**src/rtl/pipe_credit_sink.sv**
```systemverilog
// pipe_credit_sink: credit-based sink for a valid-only pipeline with no backpressure.
//
// The producer may launch one item per cycle while a credit is available. Each
// launched item reserves one FIFO slot. The pipeline's final stage writes its result
// into the FIFO, and each pop returns one credit. This guarantees that a
// well-behaved producer can never overflow the FIFO.
//
// Parameters
//   DATA_WIDTH  width of the result word
//   DEPTH       number of FIFO entries (2..64; need not be a power of 2)
//
// Ports
//   clk          sole clock
//   rst          synchronous active-low reset
//   issue_valid  producer wants to launch an item
//   issue_ready  credit available; launch permitted this cycle
//   pipe_valid   final-stage valid of the pipeline (push into FIFO)
//   pipe_data    final-stage result word
//   out_valid    FIFO head valid
//   out_data     FIFO head word
//   out_ready    consumer accepts the head
//   err          sticky protocol-violation flag
//
// Build option
//   PIPE_CREDIT_SINK_CHECK_EN  when defined, track in-flight items and raise err on
//                              drops, unexpected arrivals, or requests with no credit.
//                              When undefined, err is tied to 0.

module pipe_credit_sink #(
    parameter int unsigned DATA_WIDTH = 32,
    parameter int unsigned DEPTH      = 4
) (
    input  logic                  clk,
    input  logic                  rst,
    input  logic                  issue_valid,
    output logic                  issue_ready,
    input  logic                  pipe_valid,
    input  logic [DATA_WIDTH-1:0] pipe_data,
    output logic                  out_valid,
    output logic [DATA_WIDTH-1:0] out_data,
    input  logic                  out_ready,
    output logic                  err
);

    localparam int unsigned CW = $clog2(DEPTH + 1);
    localparam int unsigned PW = $clog2(DEPTH);

    localparam logic [CW-1:0] DepthC  = CW'(DEPTH);
    localparam logic [CW-1:0] OneC    = CW'(1);
    localparam logic [PW-1:0] LastPtr = PW'(DEPTH - 1);

    logic [CW-1:0]         credits_q, credits_d;
    logic [CW-1:0]         count_q, count_d;
    logic [PW-1:0]         wr_ptr_q, wr_ptr_d;
    logic [PW-1:0]         rd_ptr_q, rd_ptr_d;
    logic [DATA_WIDTH-1:0] mem_q [DEPTH];

    logic issue_fire;
    logic push;
    logic pop;
    logic push_ok;

    // Modulo-DEPTH increment, correct for non-power-of-2 depths.
    function automatic logic [PW-1:0] next_ptr(input logic [PW-1:0] p);
        return (p == LastPtr) ? '0 : p + PW'(1);
    endfunction

    // Gated by rst so both read 0 while reset is held, even though the counters
    // already hold their reset values after the first reset edge.
    assign issue_ready = rst & (credits_q != '0);
    assign out_valid   = rst & (count_q != '0);
    assign out_data    = mem_q[rd_ptr_q];

    always_comb begin
        issue_fire = issue_valid & issue_ready;
        push       = pipe_valid;
        pop        = out_valid & out_ready;
        // When full, a push is accepted only if a pop frees the slot in the same cycle.
        push_ok    = push & ((count_q != DepthC) | pop);

        credits_d = credits_q;
        if (issue_fire && !pop) begin
            credits_d = credits_q - OneC;
        end else if (pop && !issue_fire && (credits_q != DepthC)) begin
            // Saturate so a rogue push cannot inflate credits past DEPTH.
            credits_d = credits_q + OneC;
        end

        count_d = count_q;
        case ({push_ok, pop})
            2'b10:   count_d = count_q + OneC;
            2'b01:   count_d = count_q - OneC;
            default: count_d = count_q;
        endcase

        wr_ptr_d = push_ok ? next_ptr(wr_ptr_q) : wr_ptr_q;
        rd_ptr_d = pop ? next_ptr(rd_ptr_q) : rd_ptr_q;
    end

    always_ff @(posedge clk) begin
        if (!rst) begin
            credits_q <= DepthC;
            count_q   <= '0;
            wr_ptr_q  <= '0;
            rd_ptr_q  <= '0;
        end else begin
            credits_q <= credits_d;
            count_q   <= count_d;
            wr_ptr_q  <= wr_ptr_d;
            rd_ptr_q  <= rd_ptr_d;
        end
    end

    // Storage carries no reset; contents are don't-care until written.
    always_ff @(posedge clk) begin
        if (push_ok) begin
            mem_q[wr_ptr_q] <= pipe_data;
        end
    end

`ifdef PIPE_CREDIT_SINK_CHECK_EN
    logic [CW-1:0] inflight_q, inflight_d;
    logic          err_q;
    logic          violation;

    always_comb begin
        inflight_d = inflight_q;
        if (issue_fire && !push && (inflight_q != DepthC)) begin
            inflight_d = inflight_q + OneC;
        end else if (push && !issue_fire && (inflight_q != '0)) begin
            inflight_d = inflight_q - OneC;
        end

        // An item issued this cycle cannot arrive this cycle, so a push with
        // nothing in flight is a violation even alongside a fire.
        violation = (push & ~push_ok)
                  | (push & (inflight_q == '0))
                  | (issue_valid & (credits_q == '0));
    end

    always_ff @(posedge clk) begin
        if (!rst) begin
            inflight_q <= '0;
            err_q      <= 1'b0;
        end else begin
            inflight_q <= inflight_d;
            if (violation) begin
                err_q <= 1'b1;
            end
        end
    end

    assign err = err_q;
`else
    assign err = 1'b0;
`endif

endmodule

```
**config.mk**
```make
export PLATFORM = sky130hd
export DESIGN_NAME = pipe_credit_sink
export DESIGN_NICKNAME = d
export VERILOG_FILES = /design/src/rtl/pipe_credit_sink.sv
export SDC_FILE = /design/constraint.sdc
export NUM_CORES = 1
export LEC_CHECK = 0
export CORE_MARGIN = 10
export CORE_UTILIZATION = 59
export DETAILED_ROUTE_END_ITERATION = 12
export PLACE_DENSITY = 0.85
export SYNTH_ARGS = -nofsm -noshare
export SYNTH_HDL_FRONTEND = slang
export SYNTH_SLANG_ARGS = --single-unit
```
**constraint.sdc**
```tcl
create_clock -name clk -period 6.5 [get_ports clk]
set_input_delay 1.95 -clock clk [delete_from_list [all_inputs] [get_ports clk]]
set_output_delay 1.95 -clock clk [all_outputs]
set_load 0.05 [all_outputs]
```
==> summary.md, run 1 <==
| Metric | Value |
|---|---|
| Max IR drop VDD | around 0.24 mV |
| CP Launch Type | input pin |
| P&R area growth vs syn | 24.8% |
| Setup bufs post-CTS | 0 |
| Clk Latency, worst-skew pair | 0.52 ns |
| F_max | between 150 and 200 MHz |
| Max-slew violations | 0 |
| Num CTS Buffers | 17 |
| # DRC | 0 |
| Die height | between 100 and 150 um |
| Post-cts sizing count | 0 |
| Lkg Pwr | approximately 2.2 nW |
| Hold Vio Cnt, Final | 0 |
| Final setup vio count | 0 |
| First drt pass iteration count | 4 |
| Period utilization | roughly 90% |
| # H-tree levels | 4 |
| Final RePlAce weighted congestion | between 0.7 and 0.8 |
| WP data required | between 4 and 5 ns |
| Max-cap check violation count | 0 |
| First-pass GRT wire length | roughly 16 mm |
| Sequential share of the synthesized area | ~75% |
| Setup Skew | 0.0140 ns |
| Core ar. | just under 9000 sq um |
| Critical Path End Type | output pin |
| Final nets | between 300 and 400 |
| Initial antenna violation count | 0 |
| Largest net degree at the start of global routing | 33 |
| CP arrival | 3.92 ns |
| EDFF count, synth | ~130 |
| Reg clk slew, reported paths | 0.06 ns |
| Filler instances | about 500 |
| Total number of vias | 2,689 |
| Leading cell type in the layout, fill and taps excluded | edfxtp_1 |
| Netlist cell types | 43 |
| Post-synthesis area per instance | between 20 and 25 sq um |
| Die Width | approximately 120 um |
| Row count | 34 |
| Total Power | 2.69 mW |
| Final Core Density | 76.8% |
| Initial drt markers | a little under 200 |
| Initial Util | about three fifths |
| Die Area | around 13,000 sq um |
| Mapped Area | between 5000 and 6000 sq um |
| Fin crit period | 5.87 ns |
| Synth async-reset ratio | 0% |
| Least-Margin Pin Slew | between 0.9 and 1 ns |
| Vias in the first global route | a little under 3,000 |
| # IOs | 72 |
| HP Class | reg2reg |
| Predominant post-synthesis flop cell | edfxtp_1 |
| Antenna diodes | 0 |
| CP Class | in2out |
| Status | finished clean |
| CTS root buf | clkbuf_8 |
| Crit Path Max Fanout | 11 |
| Slew margin rel. | approximately two fifths |
| Commonest non-fill, non-tap cells in the layout | edfxtp_1 (128), clkdlybuf4s50_1 (70), mux4_2 (32), clkbuf_16 (16) |
| RSZ-0062 raised after global routing | no |
| Syn Nets | 303 |
| Setup TNS Final | 0 ns |
| Clock buffer depth | 2 |
| GRT Total Usage | between 10% and 20% |
| Cell count after synthesis | 259 |
| Clock Sinks | between 100 and 150 |
| Yosys reg bits | 140 |
| Port bufs | 70 |
| Synth Warn # | 0 |
| Routed len/inst | approximately 22 um |
| Hold buffer count at cts | 0 |
| Share of cells above drive strength 1 | between 20% and 30% |
| GRT Residual Overflow | 0 |
| Dpl hpwl | between 6 and 7 mm |
| Vias/cell | roughly 5.9 |
| TritonCTS clock tree | built |
| WL final | 10.1 mm |
| Power per Cell Area | roughly 400 nW/um^2 |
| Routed Antenna Nets | 0 |
==> where the power goes <==
part / switching [mW] / total [mW] / internal, mW
Clock: 0.388 / 0.948 / 0.560
Sequential: 0.0676 / 1.12 / 1.06
Combinational: 0.367 / 0.619 / 0.252
Total: 0.822 / 2.69 / 1.87
==> metal layers <==
metal  wire [um]  track usage [%]  vias up
met5           0                0        -
met4         108             6.67        0
met3         624             5.58       12
met2        5360             26.1       86
met1        4030             19.2     1377
li1            -                -     1214
==> synthesized netlist by cell type, types with 4 or more instances <==
master | n | area (sq um)
edfxtp_1 | 128 | 3840
mux4_2 | 32 | 721
dfxtp_1 | 12 | 240
inv_1 | 10 | 37.5
nor2_1 | 6 | 22.5
and2_1 | 5 | 31.3
ha_1 | 5 | 62.6
nand3_1 | 5 | 25.0
buf_2 | 4 | 20.0
buf_6 | 4 | 45.0
o21ai_0 | 4 | 20.0
==> through the flow <==
| step | std cells | hold slack, ns | cell area, sq um | worst slack [ns] |
|---|---|---|---|---|
| after floorplan | 259 | 0.462 | 5450 | 1.74 |
| after global placement | 425 | 0.482 | 6200 | 0.726 |
| after detailed placement | 425 | 0.510 | 6200 | 0.637 |
| after CTS | 457 | 0.522 | 6800 | 0.640 |
| after global routing | 457 | 0.554 | 6800 | 0.585 |
| final | 457 | 0.516 | 6800 | 0.629 |
==> path summary, 6_finish.rpt <==
path	from	endpoint	slack (ns)	cells past startpoint
worst max-delay path	rst	out_valid	0.63	4
worst min-delay path	rd_ptr_q[0]	flop	0.52	1
worst max register to register	count_q[2]	credits_q[2]	4.00	5
worst min register to register	rd_ptr_q[0]	flop	0.52	1
==> flip-flops by register name, summed over array words and instances (netlist names), named ones only <==
register,cells
count_q,3
credits_q,3
mem_q,128
rd_ptr_q,2
wr_ptr_q,2
==> critical path, cell delays in order <==
cell and delay (ns):
clkdlybuf4s50_1 0.74, inv_1 0.22, nor2_1 0.17, clkdlybuf4s50_1 0.84
==> cell families after synthesis <==
group / count (synthesis) / share of synthesized area [%]
adder cells (fa/ha/maj): 7 / 1.88
other: 1 / 0.0689
buffers and inverters: 23 / 2.37
AO/OA/AOI/OAI: 22 / 3.65
flip-flops: 140 / 75.0
multiplexers: 34 / 13.6
XOR/XNOR: 2 / 0.322
AND/OR/NAND/NOR: 30 / 3.10
==> cell type report <==
type	count	area, sq um	area share (%)
clock buffer	17	414	6.09
multi-input combinational	96	1240	18.2
clock inverter	15	178	2.61
inverter	10	37.5	0.552
tap	108	135	1.99
sequential	140	4090	60.1
timing repair buffer	71	708	10.4
No activity file was read; power rests on OpenSTA's default activity.
==> run 2, diff against run 1 <==
Settings changed: CELL_PAD_IN_SITES_DETAIL_PLACEMENT set to 1, CELL_PAD_IN_SITES_GLOBAL_PLACEMENT set to 1, CORE_UTILIZATION 59 to 51, PLACE_DENSITY 0.85 to not set, PLACE_DENSITY_LB_ADDON set to 0.1, SKIP_LAST_GASP set to 1, TNS_END_PERCENT set to 10.
==> run 2 against run 1 <==
Final area barely moved. Hold slack better by 0.021 ns. Sequential share of layout area is essentially flat. Core utilization down 11 points. Largest cell class unchanged. Non-clock buffer count is 1 higher. Clock power decreased by 5.9%. Clock-buffer cell count up 1. Critical endpoint unchanged. Setup slack better by 0.26 ns. Power shrank 2.0%.
==> summary.md, run 2 (synthesis results as in run 1) <==
| Metric | Value |
|---|---|
| Critical Path End Type | output pin |
| Storage cell area | 4090 sq um (unchanged) |
| GRT Residual Overflow | 0 (unchanged) |
| Total Power | 2.64 mW (-2.0%) |
| Slew margin rel. | 40.2% (+0.49 points) |
| Largest net degree at the start of global routing | 33 (unchanged) |
| Post-cts sizing count | 0 (unchanged) |
| Die Area | 15,200 sq um (+13%) |
| Num CTS Buffers | 17 (unchanged) |
| Filler instances | 881 (+75%) |
| F_max | 178 MHz (+4.6%) |
| Status | finished clean |
| Setup TNS Final | 0 ns (unchanged) |
| # H-tree levels | 4 (unchanged) |
| Placed Instances | 454 (+6.8%) |
| P&R area growth vs syn | 24.9% (about the same) |
| Reg clk slew, reported paths | 0.06 ns (about the same) |
| Hold Vio Cnt, Final | 0 (unchanged) |
| Regs by FF count | mem_q x128, count_q x3, credits_q x3 |
| Initial Util | 52.5% (-9.0 points) |
| HP Class | reg2reg |
| # DRC | 0 (unchanged) |
| RSZ-0062 raised after global routing | no |
| Metal1 wirelength | 4.29 mm (+6.5%) |
| Pre-CTS setup slack | 0.863 ns (+0.225 ns) |
| Setup bufs post-CTS | 0 (unchanged) |
| Final Core Density | 65.6% (-11 points) |
| Reg2reg path depth | 5 (unchanged) |
| Biggest register | mem_q |
| Clock buffer depth | 2 (unchanged) |
| Die Width | 123 um (+6.3%) |
| Hold buffer count at cts | 0 (unchanged) |
| Antenna diodes | 0 (unchanged) |
| CP Launch Type | input pin |
| Least-Margin Pin Slew | 0.897 ns (-0.00736 ns) |
| CP arrival | 3.66 ns (-0.26 ns) |
| Max-slew violations | 0 (unchanged) |
| Cell area after placement | 6250 sq um (+0.69%) |
| Routed wl met3 | 528 um (-15%) |
| WL final | 10.7 mm (+5.4%) |
| Commonest non-fill, non-tap cells in the layout | edfxtp_1 (128), clkdlybuf4s50_1 (70), mux4_2 (32), clkbuf_16 (16) |
| Hold path depth | 1 (unchanged) |
| Clk Latency, worst-skew pair | 0.51 ns (about the same) |
| Dpl hpwl | 6.72 mm (+10%) |
| Setup slack, reg-to-reg | 4.02 ns (+0.02 ns) |
| CP Class | in2out |
| Max IR drop VDD | 0.206 mV (-15%) |
| Core ar. | 10,400 sq um (+17%) |
| Power share of the clock group | 33.8% (-1.4 points) |
| Final RePlAce weighted congestion | 0.738 (-1.3%) |
| Clock Sinks | 140 (unchanged) |
| Final WS setup | 0.885 ns (+0.256 ns) |
| Setup Skew | 0.00950 ns (-0.00455 ns) |
| Switching part of the total | 30.9% (+0.32 points) |
| Vias/cell | 5.49 (-6.6%) |
| Max FFs per register | 128 (unchanged) |
| Seq pwr share | 42.7% (+0.9 points) |
| Die height | 123 um (+6.3%) |
| Switching power | 0.814 mW (-0.95%) |
| Fin crit period | 5.61 ns (-0.256 ns) |
| Period utilization | 86.4% (-3.9 points) |
| Vias in the first global route | 3,031 (+5.2%) |
| Share of cells above drive strength 1 | 21.7% (-0.35 points) |
| Hold slack | 0.537 ns (+0.0209 ns) |
| Routed Antenna Nets | 0 (unchanged) |
| Highest layer used for signal routing | met4 |
| Multi-input logic area | 1240 sq um (unchanged) |
| # IOs | 72 (unchanged) |
| Initial antenna violation count | 0 (unchanged) |
| Total number of vias | 2,670 (-0.71%) |
| Final nets | 381 (+0.26%) |
| WP data required | 4.55 ns (about the same) |
| WL met2 | 5.70 mm (+6.4%) |
| Final setup vio count | 0 (unchanged) |
| TritonCTS clock tree | built |
| Crit Path Max Fanout | 7 (-4) |
| Lkg Pwr | 2.19 nW (-1.0%) |
| Port bufs | 70 (unchanged) |
| Row count | 37 (+8.8%) |
| Initial drt markers | 152 (-24%) |
| Pint | 1.82 mW (-2.4%) |
| GRT Total Usage | 14.9% (-1.1 points) |
| First-pass GRT wire length | 16.9 mm (+6.4%) |
| Power per Cell Area | 388 nW/um^2 (-2.0%) |
| Gate power share | 23.5% (+0.5 points) |
| Leading cell type in the layout, fill and taps excluded | edfxtp_1 |
| First drt pass iteration count | 4 (unchanged) |
| Final std cells w/o fill | 486 (+6.3%) |
| CTS root buf | clkbuf_8 |
| Routed len/inst | 21.9 um (-0.92%) |
| Fin area | 6800 sq um (about the same) |
| Max-cap check violation count | 0 (unchanged) |
run 2: cell count changes in the layout (fill, tap and decap cells not counted), sizes merged:
| cell | change |
|---|---|
| clkinvlp | +2 |
| inv | -2 |
| buf | +1 |
| bufinv | -1 |
| clkbuf | +1 |
run 2: power by group through the flow:
stage / combinational (mW) / clock (mW) / sequential (mW)
final: 0.620 / 0.892 / 1.12
after global routing: 0.657 / 0.948 / 1.14
after CTS: 0.632 / 0.908 / 1.13
after detailed placement: 0.628 / 0 / 1.15
after global placement: 0.619 / 0 / 1.14
after floorplan: 0.478 / 0 / 1.10
run 2: worst max-delay path: stages:
cell and delay [ns]:
clkdlybuf4s50_1 0.61, inv_1 0.17, nor2_1 0.13, clkdlybuf4s50_1 0.80
run 2: metal layers:
| metal | track usage [%] | up-vias |
|---|---|---|
| met5 | 0 | - |
| met4 | 5.68 | 0 |
| met3 | 4.10 | 12 |
| met2 | 25.3 | 63 |
| met1 | 17.8 | 1375 |
| li1 | - | 1220 |
run 2: worst paths after layout:
check / from / end
worst min register to register: rd_ptr_q[0] / flop
worst min-delay path: rd_ptr_q[0] / flop
worst max register to register: count_q[2] / credits_q[2]
worst max-delay path: rst / out_valid
run 2: layout make-up:
cell class              count  area share (%)
well taps                 136            2.50
inverters                  10           0.552
clock buffers              18            6.15
flip-flops and latches    140            60.1
repair buffers             72            10.5
multi-input cells          96            18.2
clock inverters            14            1.99
==> run 3, diff against run 2 <==
Settings changed: CORE_UTILIZATION 51 to 54, DONT_BUFFER_PORTS set to 1.
Clock period 6.5 ns to 6.1 ns, I/O delays scaled along.
==> run 3 against run 2 <==
Power rose by 2.9%. Sequential power increased by 7%. Critical path depth down 2. Setup slack improved by 0.76 ns. Combinational power shrank 17%. Flip-flop and latch count unchanged. Final area is 9.9% lower. Register-to-register slack got worse by 0.53 ns. Sequential share of layout area rose by 6.6 points. First-iteration DRC count fell by 1.3%. Critical endpoint unchanged.
==> summary.md, run 3 (synthesis results as in run 1) <==
| Metric | Value |
|---|---|
| Largest net degree at the start of global routing | 33 (unchanged) |
| CP max stage delay | 0.71 ns (-0.09 ns) |
| # IOs | 72 (unchanged) |
| Reg2reg path depth | 6 (+1) |
| Status | finished clean |
| WP data required | 4.27 ns (-0.28 ns) |
| P&R area growth vs syn | 12.5% |
| Hold Vio Cnt, Final | 0 (unchanged) |
| Core ar. | 9820 sq um (-5.3%) |
| Setup slack, reg-to-reg | 3.49 ns (-0.53 ns) |
| First-pass GRT wire length | 15.5 mm (-8.0%) |
| CP Class | in2out |
| Max IR drop VDD | 0.264 mV (+28%) |
| GRT Residual Overflow | 0 (unchanged) |
| CP Cell Sequence | inv_1 > nor2_1 |
| Final nets | 310 (-19%) |
| Commonest non-fill, non-tap cells in the layout | edfxtp_1 (128), mux4_2 (32), clkbuf_16 (16), inv_1 (10), dfxtp_1 (10) |
| Regs by FF count | mem_q x128, count_q x3, credits_q x3 |
| Routed Antenna Nets | 0 (unchanged) |
| Row count | 36 (-2.7%) |
| CTS root buf | clkbuf_8 |
| Setup bufs post-CTS | 0 (unchanged) |
| TritonCTS clock tree | built |
| Top delay family on crit path | simple AND/OR/NAND/NOR gates |
| Final RePlAce weighted congestion | 0.713 (-3.3%) |
| Vias in the first global route | 2,612 (-14%) |
| Max-cap check violation count | 0 (unchanged) |
| Biggest register | mem_q |
| Die Area | 14,500 sq um (-4.7%) |
| CP bufs+invs | 1 (-2) |
| Setup TNS Final | 0 ns (unchanged) |
| Share of cells above drive strength 1 | 26.9% (+5.2 points) |
| CP Launch Type | input pin |
| Lkg Pwr | 1.94 nW (-11%) |
| Setup Skew | 0.00417 ns (-0.00533 ns) |
| Port bufs | 0 (-100%) |
| Initial antenna violation count | 0 (unchanged) |
| Num CTS Buffers | 17 (unchanged) |
| Slew margin rel. | 38.8% (-1.4 points) |
| CP arrival | 2.62 ns (-1.04 ns) |
| Initial drt markers | 150 (-1.3%) |
| RSZ-0062 raised after global routing | no |
| Slowest cell on crit path | nor2_1 |
| Initial Util | 55.5% (+2.9 points) |
| Total number of vias | 2,382 (-11%) |
| Hold buffer count at cts | 0 (unchanged) |
| Die Width | 120 um (-2.4%) |
| # DRC | 0 (unchanged) |
| Fin crit period | around 4.4 ns |
| Critical path origin | rst |
| Dpl hpwl | 6.13 mm (-8.8%) |
| F_max | between 200 and 250 MHz |
| Least-Margin Pin Slew | 0.918 ns (+0.0211 ns) |
| Power per Cell Area | 443 nW/um^2 (+14%) |
| Vias/cell | 5.78 (+5.2%) |
| Antenna diodes | 0 (unchanged) |
| Setup crit end | out_valid |
| Leading cell type in the layout, fill and taps excluded | edfxtp_1 |
| Reg clk slew, reported paths | 0.06 ns (about the same) |
| Crit Path Max Fanout | 11 (+4) |
| Max FFs per register | 128 (unchanged) |
| WL final | 9.91 mm (-7.1%) |
| GRT Total Usage | 14.4% (-0.49 points) |
| Die height | 120 um (-2.4%) |
| Final setup vio count | 0 (unchanged) |
| Critical Path End Type | output pin |
| Post-cts sizing count | 0 (unchanged) |
| # H-tree levels | 4 (unchanged) |
| Clock buffer depth | 2 (unchanged) |
| Hold slack | 0.535 ns (-0.00167 ns) |
| HP Class | reg2reg |
| Final Core Density | 62.4% (-3.2 points) |
| Routed len/inst | 24.0 um (+9.6%) |
| Worst r2r src | credits_q[1] |
| Reg2reg end | credits_q[2] |
| Clk Latency, worst-skew pair | 0.51 ns (about the same) |
| Critical path depth in cells | 2 (-2) |
| Period utilization | 72.9% |
| Max-slew violations | 0 (unchanged) |
| Clock Sinks | 140 (unchanged) |
| First drt pass iteration count | 4 (unchanged) |
## run 3: cell count changes in the layout (fill, tap and decap cells not counted), sizes merged
cell           previous run  this run
bufinv                    1         3
clkdlybuf4s50            70         0
clkinv                    2         7
clkinvlp                  5         2
inv                      16        11
buf                       2         1
clkbuf                   18        19
## run 3: how the worst min path moves through the flow
stage	cells past startpoint	slack, ns	endpoint	startpoint
global placement	1	0.49	flop	rd_ptr_q[0]
global route	1	0.59	flop	rd_ptr_q[0]
finish	2	0.54	flop	rd_ptr_q[1]
floorplan	1	0.46	flop	rd_ptr_q[0]
detailed placement	1	0.48	flop	rd_ptr_q[0]
CTS	1	0.55	flop	rd_ptr_q[0]
## run 3: area by class of cell
type	count	area, sq um
Fill cell	834	3690
Timing Repair Buffer	1	7.51
Inverter	10	37.5
Sequential cell	140	4090
Clock buffer	19	422
Multi-Input combinational cell	96	1240
Tap cell	133	166
Clock inverter	13	168
## run 3: metrics by stage
step,cell area [sq um],power (mW),cells,setup WS [ns]
floorplan,5450,1.68,259,1.58
CTS,6120,2.75,412,1.63
detailed placement,5540,1.74,380,1.63
global placement,5540,1.74,380,1.64
finish,6120,2.71,412,1.65
global route,6120,2.83,412,1.58
## run 3: where the power goes
part	internal [mW]	total (mW)	switching [mW]	leakage (nW)
Clock	0.625	1.00	0.376	0.282
Sequential	1.13	1.20	0.0745	1.27
Combinational	0.151	0.513	0.362	0.382
Total	1.90	2.71	0.813	1.94
## run 3: layer usage
| metal | up-vias | wire length (um) | GRT usage (%) |
|---|---|---|---|
| li1 | 1075 | - | - |
| met1 | 1240 | 3880 | 16.4 |
| met2 | 61 | 5020 | 23.1 |
| met3 | 6 | 929 | 7.77 |
| met4 | 0 | 72 | 4.52 |
| met5 | - | 0 | 0 |
